## src/rtl/sound_pkg.sv

```systemverilog
// Shared definitions for the sound_buzzer alarm beeper: FSM encodings,
// default timing parameters and a counter-width helper.
package sound_pkg;

  typedef enum logic [1:0] {
    IDLE = 2'd0,
    ON   = 2'd1,
    OFF  = 2'd2
  } state_t;

  localparam int DEF_HALF_PERIOD = 2;
  localparam int DEF_BEEP_ON     = 8;
  localparam int DEF_BEEP_OFF    = 4;
  localparam int DEF_BEEP_NUM    = 3;

  // Bits needed to hold values 0..v without wrapping.
  function automatic int cnt_w(input int v);
    return (v < 1) ? 1 : $clog2(v + 1);
  endfunction

endpackage

```

## src/rtl/sound_buzzer_tone_gen.sv

```systemverilog
// tone_gen: square-wave divider toggling buzz every HALF_PERIOD enabled cycles;
// clear forces the divider and buzz back to 0.
module tone_gen
  import sound_pkg::*;
#(
  parameter int HALF_PERIOD = DEF_HALF_PERIOD
) (
  input  logic clk,
  input  logic rst,
  input  logic clear,
  input  logic enable,
  output logic buzz
);

  localparam int            TW     = cnt_w(HALF_PERIOD);
  localparam logic [TW-1:0] T_LAST = TW'(HALF_PERIOD - 1);

  logic [TW-1:0] tone_cnt;

  always_ff @(posedge clk or posedge rst) begin
    if (rst) begin
      tone_cnt <= '0;
      buzz     <= 1'b0;
    end else if (clear) begin
      tone_cnt <= '0;
      buzz     <= 1'b0;
    end else if (enable) begin
      if (tone_cnt == T_LAST) begin
        tone_cnt <= '0;
        buzz     <= ~buzz;
      end else begin
        tone_cnt <= tone_cnt + TW'(1);
      end
    end
  end

endmodule

```

## src/rtl/sound_buzzer.sv

```systemverilog
// sound_buzzer: on each rising edge of sound, plays BEEP_NUM tone bursts
// separated by silent gaps. Define SOUND_BUZZER_CNT_EN to add the alarm_cnt output.
module sound_buzzer
  import sound_pkg::*;
#(
  parameter int HALF_PERIOD = DEF_HALF_PERIOD,
  parameter int BEEP_ON     = DEF_BEEP_ON,
  parameter int BEEP_OFF    = DEF_BEEP_OFF,
  parameter int BEEP_NUM    = DEF_BEEP_NUM
) (
  input  logic       clk,
  input  logic       rst,
  input  logic       sound,
  output logic       buzz,
  output logic       busy
`ifdef SOUND_BUZZER_CNT_EN
  ,
  output logic [7:0] alarm_cnt
`endif
);

  localparam int PH_MAX = (BEEP_ON > BEEP_OFF) ? BEEP_ON : BEEP_OFF;
  localparam int PH_W   = cnt_w(PH_MAX);
  localparam int BN_W   = cnt_w(BEEP_NUM);

  localparam logic [PH_W-1:0] ON_LAST  = PH_W'(BEEP_ON - 1);
  localparam logic [PH_W-1:0] OFF_LAST = PH_W'(BEEP_OFF - 1);
  localparam logic [BN_W-1:0] BN_TOP   = BN_W'(BEEP_NUM);

  state_t          state, next_state;
  logic [PH_W-1:0] phase, next_phase;
  logic [BN_W-1:0] beep, next_beep;
  logic            sound_d;
  logic            trigger;
  logic            tone_clr, tone_en;

  assign trigger = sound & ~sound_d;

  always_ff @(posedge clk or posedge rst) begin
    if (rst) begin
      state   <= IDLE;
      phase   <= '0;
      beep    <= '0;
      sound_d <= 1'b0;
      busy    <= 1'b0;
    end else begin
      state   <= next_state;
      phase   <= next_phase;
      beep    <= next_beep;
      sound_d <= sound;
      busy    <= (next_state != IDLE);
    end
  end

  // A trigger overrides every state, so a restart mid-sequence looks identical
  // to a fresh start from IDLE.
  always_comb begin
    next_state = state;
    next_phase = phase;
    next_beep  = beep;
    tone_clr   = 1'b0;
    tone_en    = 1'b0;
    if (trigger) begin
      next_state = ON;
      next_phase = '0;
      next_beep  = BN_W'(1);
      tone_clr   = 1'b1;
    end else begin
      unique case (state)
        IDLE: begin
          tone_clr = 1'b1;
        end
        ON: begin
          if (phase == ON_LAST) begin
            next_phase = '0;
            tone_clr   = 1'b1;
            if (beep < BN_TOP) begin
              next_state = OFF;
            end else begin
              next_state = IDLE;
              next_beep  = '0;
            end
          end else begin
            next_phase = phase + PH_W'(1);
            tone_en    = 1'b1;
          end
        end
        OFF: begin
          tone_clr = 1'b1;
          if (phase == OFF_LAST) begin
            next_state = ON;
            next_phase = '0;
            next_beep  = beep + BN_W'(1);
          end else begin
            next_phase = phase + PH_W'(1);
          end
        end
        default: begin
          next_state = IDLE;
          next_phase = '0;
          next_beep  = '0;
          tone_clr   = 1'b1;
        end
      endcase
    end
  end

  tone_gen #(
    .HALF_PERIOD(HALF_PERIOD)
  ) u_tone_gen (
    .clk   (clk),
    .rst   (rst),
    .clear (tone_clr),
    .enable(tone_en),
    .buzz  (buzz)
  );

`ifdef SOUND_BUZZER_CNT_EN
  always_ff @(posedge clk or posedge rst) begin
    if (rst) begin
      alarm_cnt <= '0;
    end else if (trigger && (alarm_cnt != 8'hFF)) begin
      alarm_cnt <= alarm_cnt + 8'd1;
    end
  end
`endif

endmodule

```

## config.mk

```make
export PLATFORM = sky130hd
export DESIGN_NAME = sound_buzzer
export DESIGN_NICKNAME = d
export VERILOG_FILES = /design/src/rtl/sound_pkg.sv /design/src/rtl/sound_buzzer_tone_gen.sv /design/src/rtl/sound_buzzer.sv
export SDC_FILE = /design/constraint.sdc
export NUM_CORES = 1
export LEC_CHECK = 0
export CORE_MARGIN = 10
export CORE_UTILIZATION = 44
export DETAILED_ROUTE_END_ITERATION = 7
export GPL_ROUTABILITY_DRIVEN = 0
export SLEW_MARGIN = 30
export SYNTH_ARGS = -nofsm -noshare
export SYNTH_HDL_FRONTEND = slang
export SYNTH_SLANG_ARGS = --single-unit
```

## constraint.sdc

```tcl
create_clock -name clk -period 2.1 [get_ports clk]
set_input_delay 0.525 -clock clk [delete_from_list [all_inputs] [get_ports clk]]
set_output_delay 0.525 -clock clk [all_outputs]
set_load 0.02 [all_outputs]
```

==> results of run 1 <==
## report_power, final
group          switching, mW  internal, mW  leakage (nW)
sequential            0.0813         0.334         0.158
combinational          0.350         0.266         0.195
clock                 0.0758        0.0734        0.0150
total                  0.507         0.674         0.369
## logic make-up (layout without fill, tap and decap cells)
logic type / Yosys count / count (layout) / synth area share
XOR/XNOR: 1 / 1 / 0.0116
AO/OA/AOI/OAI: 19 / 19 / 0.161
buffers and inverters: 7 / 13 / 0.0464
flip-flops: 13 / 13 / 0.431
adder cells (fa/ha/maj): 6 / 6 / 0.0995
AND/OR/NAND/NOR: 33 / 33 / 0.250
## layer usage
layer | wire (um) | track usage | vias to the layer above
met5 | 0 | 0 | -
met3 | 27 | 0.0370 | 2
met4 | 9 | 0.0446 | 0
met1 | 734 | 0.0989 | 263
li1 | - | - | 288
met2 | 588 | 0.114 | 3
## cells in the mapped netlist
master,n,area (um2)
nand2b_1,3,18.8
nor2b_1,3,18.8
buf_6,1,11.3
nand4b_1,1,8.76
nand3b_1,1,7.51
dfrtp_1,13,325
a2bb2oi_2,1,15.0
and2_1,2,12.5
nor4b_4,1,23.8
a21oi_2,1,8.76
nand2_1,9,33.8
o21ai_0,5,25.0
a311oi_1,1,8.76
a21oi_1,7,35.0
inv_1,5,18.8
nor4bb_1,1,10.0
ha_1,6,75.1
nor2_1,6,22.5
nand3_1,3,15.0
buf_2,1,5.00
nor3b_1,1,7.51
xnor2_1,1,8.76
o32a_1,1,10.0
a31oi_1,3,18.8
nor3_1,2,10.0
## flip-flops by register name (all words and copies together), names as in the netlist
| register | count |
|---|---|
| u_tone_gen.tone_cnt | 2 |
| sound_d | 1 |
| beep | 2 |
| state | 2 |
| phase | 4 |
| busy | 1 |
| u_tone_gen.buzz | 1 |
## area by class of cell
cell class / count / area share
Inverter: 5 / 0.0228
Multi-Input combinational cell: 59 / 0.478
Sequential cell: 13 / 0.395
Timing Repair Buffer: 4 / 0.0486
Tap cell: 16 / 0.0243
Clock buffer: 4 / 0.0319
## how the worst max path moves through the flow
| stage | startpoint | endpoint | slack (ns) | depth (start not counted) |
|---|---|---|---|---|
| 3_5_place_dp | sound | state[1] | 0.33 | 3 |
| 2_1_floorplan | state[0] | busy | 0.54 | 7 |
| 4_1_cts | u_tone_gen.buzz | buzz | 0.30 | 1 |
| 6_report | u_tone_gen.buzz | buzz | 0.32 | 1 |
| 5_1_grt | state[1] | busy | 0.20 | 6 |
| 3_3_place_gp | sound | phase[2] | 0.31 | 3 |
## placed cells by master, fill, tap and decap left out, drive strengths merged, types with 2 or more instances in the layout
master and instances:
clkbuf 4, ha 6, nand3 3, nor2 6, clkdlybuf4s50 4, and2 2, nor3 2, a31oi 3
nor2b 3, o21ai 5, dfrtp 13, inv 5, nand2b 3, nand2 9, a21oi 8
## stage by stage
| step | instance area (um2) | power (mW) | worst slack, ns | instances |
|---|---|---|---|---|
| after global placement | 798 | 1.03 | 0.306 | 97 |
| after floorplan | 754 | 0.896 | 0.539 | 79 |
| after CTS | 825 | 1.18 | 0.298 | 101 |
| after global routing | 825 | 1.28 | 0.198 | 101 |
| final | 825 | 1.18 | 0.318 | 101 |
| after detailed placement | 798 | 1.03 | 0.335 | 97 |
==> impl_metrics.toml, run 1 <==
[clock_network]
clock_tree.htree_level_count = 1
clockBufferDepth = 2
insertion_delay_ns = 0.27
cts_buffers = 3
cts_resized = 0
clkTransAtPathRegs_ns = 0.08
clock-root-buffer = "clkbuf_4"
numClockSinks = 13
hold_buffers = 0
post-cts-setup-buffers = 0
cts_tree = "done"

[die]
initial_core_util = 0.484
coreArea_um2 = 1560
die_height_um = 61.4
placementRows = 14
die_area_um2 = 3770
die_w_um = 61.4
ios = 5

[grt]
first_global_vias = 535
grt_overflow = 0
antenna_found_initial = 0
grt_pass1_wl_um = 2250
grtUsageTotal = 0.0805
grt_max_degree = 14

[detailed_routing]
post-route-drc-count = 0
antenna_left = 0
routed-via-count = 556
viasPerCell = 5.50
wirelength_um = 1360
drt-initial-drc-count = 9
wl_per_cell_um = 13.5
dr.pass1.iters = 4

[sta]
min_period_over_period = 0.849
post-route-min-period_ns = 1.78
hold_ws_ns = 0.443
rsz0062_at_grt = "no"
relSlewSlack = 0.614
skew_ns = 0.00437
tns_ns = 0
maxSlewViolCount = 0
worstMarginPinSlew_ns = 0.578
finalSetupViolCount = 0
fmax_mhz = 561
hold_violations = 0

[pwr]
p_per_area_nw_per_um2 = 1430
worst_ir_drop_vdd_mv = 0.586
leakage_nw = 0.369

[critical_path]
crit_buf_inv = 1
slowest_stage = "clkdlybuf4s50_1"
r2r_slack_ns = 0.34
reg2reg_depth = 6
r2r_end = "busy"
critPathMaxStageDelay_ns = 0.61
cp_cell_sequence = "clkdlybuf4s50_1"
critPathTopFamily = "buffers and inverters"
start_kind = "register"
r2r_start = "state[0]"
critPathArrivalTime_ns = 1.26
cp_data_required_time_ns = 1.57
path_max_fanout = 2
crit_type = "register to output port"
end_kind = "output port"

[synth]
syn_inst = 79
ys_seq_area_frac = 0.431
synth_seq_cells = 13
synth_area_per_cell_um2 = 9.55
synthesis.nets = 88
ys.warnings.count = 0
synth_cell_types = 25
synth_area_um2 = 754

[worst_hold_path]
hold_depth = 1
holdPathEnd = "u_tone_gen.tone_cnt[1]"
hold_path.class = "register to register"
hold_start = "u_tone_gen.tone_cnt[0]"

[final_layout]
syn2layout_area_growth_pct = 9.29
seqCellArea_um2 = 325
drive_above_1_share = 0.0706
num-nets-final = 95
antennaDiodeCount = 0
multi_input_area_um2 = 394
post-route-util = 0.529
n_fill_cell = 137

[job]
maxCapViolCount = 0

[place]
dpl.hpwl_um = 1030
port_buffers = 4

[run_status]
outcome = "finished, final reports clean"
Note: power is estimated with default switching activity, not from simulation.
==> run 2, diff against run 1 <==
Clock period 2.1 ns to 1.6 ns, I/O delays scaled along.
==> run 2 against run 1 <==
  * Clock-buffer cell count is the same
  * Via count grew 9.2%
  * Die area is the same
  * Power grew 51%
  * Critical path depth grew 6
  * Global-route usage grew 0.68 points
  * Core utilization grew 8.3 points
  * Wire length grew 22%
  * Sequential share of layout area shrank 5.4 points
  * First-iteration DRC count shrank 11%
  * Sequential cell count is the same
  * Clock power grew 39%
  * Highest routed layer unchanged
==> impl_metrics.toml, run 2 (synthesis results as in run 1) <==
[run_status]
outcome = "finished, final reports clean"

[final_layout]
final_common_cell = "dfrtp_1"
top_register = "phase"
syn2layout_area_growth_pct = 26.5
num-nets-final = 107
drive_above_1_share = 0.278
largest_reg_flops = 4
layout_common_cells = "13 x dfrtp_1, 12 x buf_4, 9 x nand2_1"
post-route-util = 0.612
antennaDiodeCount = 0

[grt]
grt_pass1_wl_um = 2490
grt_overflow = 0
grtUsageTotal = 0.0873
first_global_vias = 594
antenna_found_initial = 0
grt_max_degree = 14

[clock_network]
cts_buffers = 3
clkTransAtPathRegs_ns = 0.08
clockBufferDepth = 2
numClockSinks = 13
insertion_delay_ns = 0.27
clock_tree.htree_level_count = 1
clock-root-buffer = "clkbuf_4"
cts_tree = "done"

[die]
die_height_um = 61.4
coreArea_um2 = 1560
die_w_um = 61.4
die_area_um2 = 3770
initial_core_util = 0.484
ios = 5
placementRows = 14

[detailed_routing]
wl_per_cell_um = 14.6
antenna_left = 0
wirelength_um = 1660
dr.pass1.iters = 4
viasPerCell = 5.37
routed-via-count = 607
drt-initial-drc-count = 8
post-route-drc-count = 0

[sta]
fmax_mhz = 660
worstMarginPinSlew_ns = 0.499
hold_violations = 0
relSlewSlack = 0.667
finalWorstSetupSlack_ns = 0.0843
finalSetupViolCount = 0
post-route-min-period_ns = 1.52
maxSlewViolCount = 0
skew_ns = 0.00202
min_period_over_period = 0.947

[critical_path]
end_kind = "register"
critPathArrivalTime_ns = 1.72
start_kind = "register"
reg2reg_depth = 7
r2r_slack_ns = 0.08
path_max_fanout = 3
crit_type = "register to register"
cp_data_required_time_ns = 1.81
cp-startpoint = "state[0]"
r2r_end = "phase[3]"
r2r_start = "state[0]"

[place]
post-place-ws_ns = -0.0140
dpl.hpwl_um = 1160
port_buffers = 4

[job]
maxCapViolCount = 0

[pwr]
leakage_nw = 0.425
power_mw = 1.78
worst_ir_drop_vdd_mv = 1.09
p_per_area_nw_per_um2 = 1870

[worst_hold_path]
hold_path.class = "input port to async pin"
run 2: stage by stage:
stage          instance area [um2]  setup TNS [ns]  hold slack [ns]  cells
6_report                       955               0            0.440    113
5_1_grt                        955         -0.0178            0.468    113
4_1_cts                        895               0            0.454    110
3_5_place_dp                   866         -0.0178            0.442    106
3_3_place_gp                   866               0            0.440    106
2_1_floorplan                  754               0            0.277     79
run 2: worst max-delay path, stage by stage (launching register included):
cell and delay [ns]:
dfrtp_1 0.40, inv_2 0.12, ha_4 0.16, buf_4 0.11, o21ai_0 0.09, a31oi_1 0.30
o21ai_1 0.11, a21oi_1 0.15
run 2: final cells by class:
cell class	count	area, um2
flip-flops and latches	13	325
well taps	16	20.0
repair buffers	16	128
inverters	5	18.8
multi-input cells	59	437
clock buffers	4	26.3
fillers	136	604
run 2: repair_timing:
item / CTS / global route
hold buffers: 0 / 0
resized for setup: 4 / 11
endpoints found under the setup margin: 4 / 9
pin swaps: 0 / 6
buffers inserted: 0 / 3
run 2: how the worst max path moves through the flow:
stage	to	cells after the start
3_5_place_dp	busy	6
6_report	phase[3]	7
5_1_grt	beep[1]	6
3_3_place_gp	phase[3]	7
2_1_floorplan	busy	7
4_1_cts	phase[3]	7
run 2: where the power goes:
| part | switching [mW] | total, mW | internal, mW | leakage [nW] |
|---|---|---|---|---|
| clock | 0.111 | 0.207 | 0.0966 | 0.0150 |
| combinational | 0.553 | 1.04 | 0.482 | 0.251 |
| sequential | 0.103 | 0.541 | 0.438 | 0.158 |
run 2: routing by layer:
metal  vias up  wire, um  GRT usage
li1        310         -          -
met5         -         0          0
met2         3       807      0.129
met4         0        12     0.0573
met3         2        22     0.0206
met1       292       812      0.111
==> run 3, diff against run 2 <==
Settings changed: CTS_CLUSTER_SIZE set to 30.
==> results of run 3 <==
The final DEF is identical to that of run 2; final timing and power are the same.
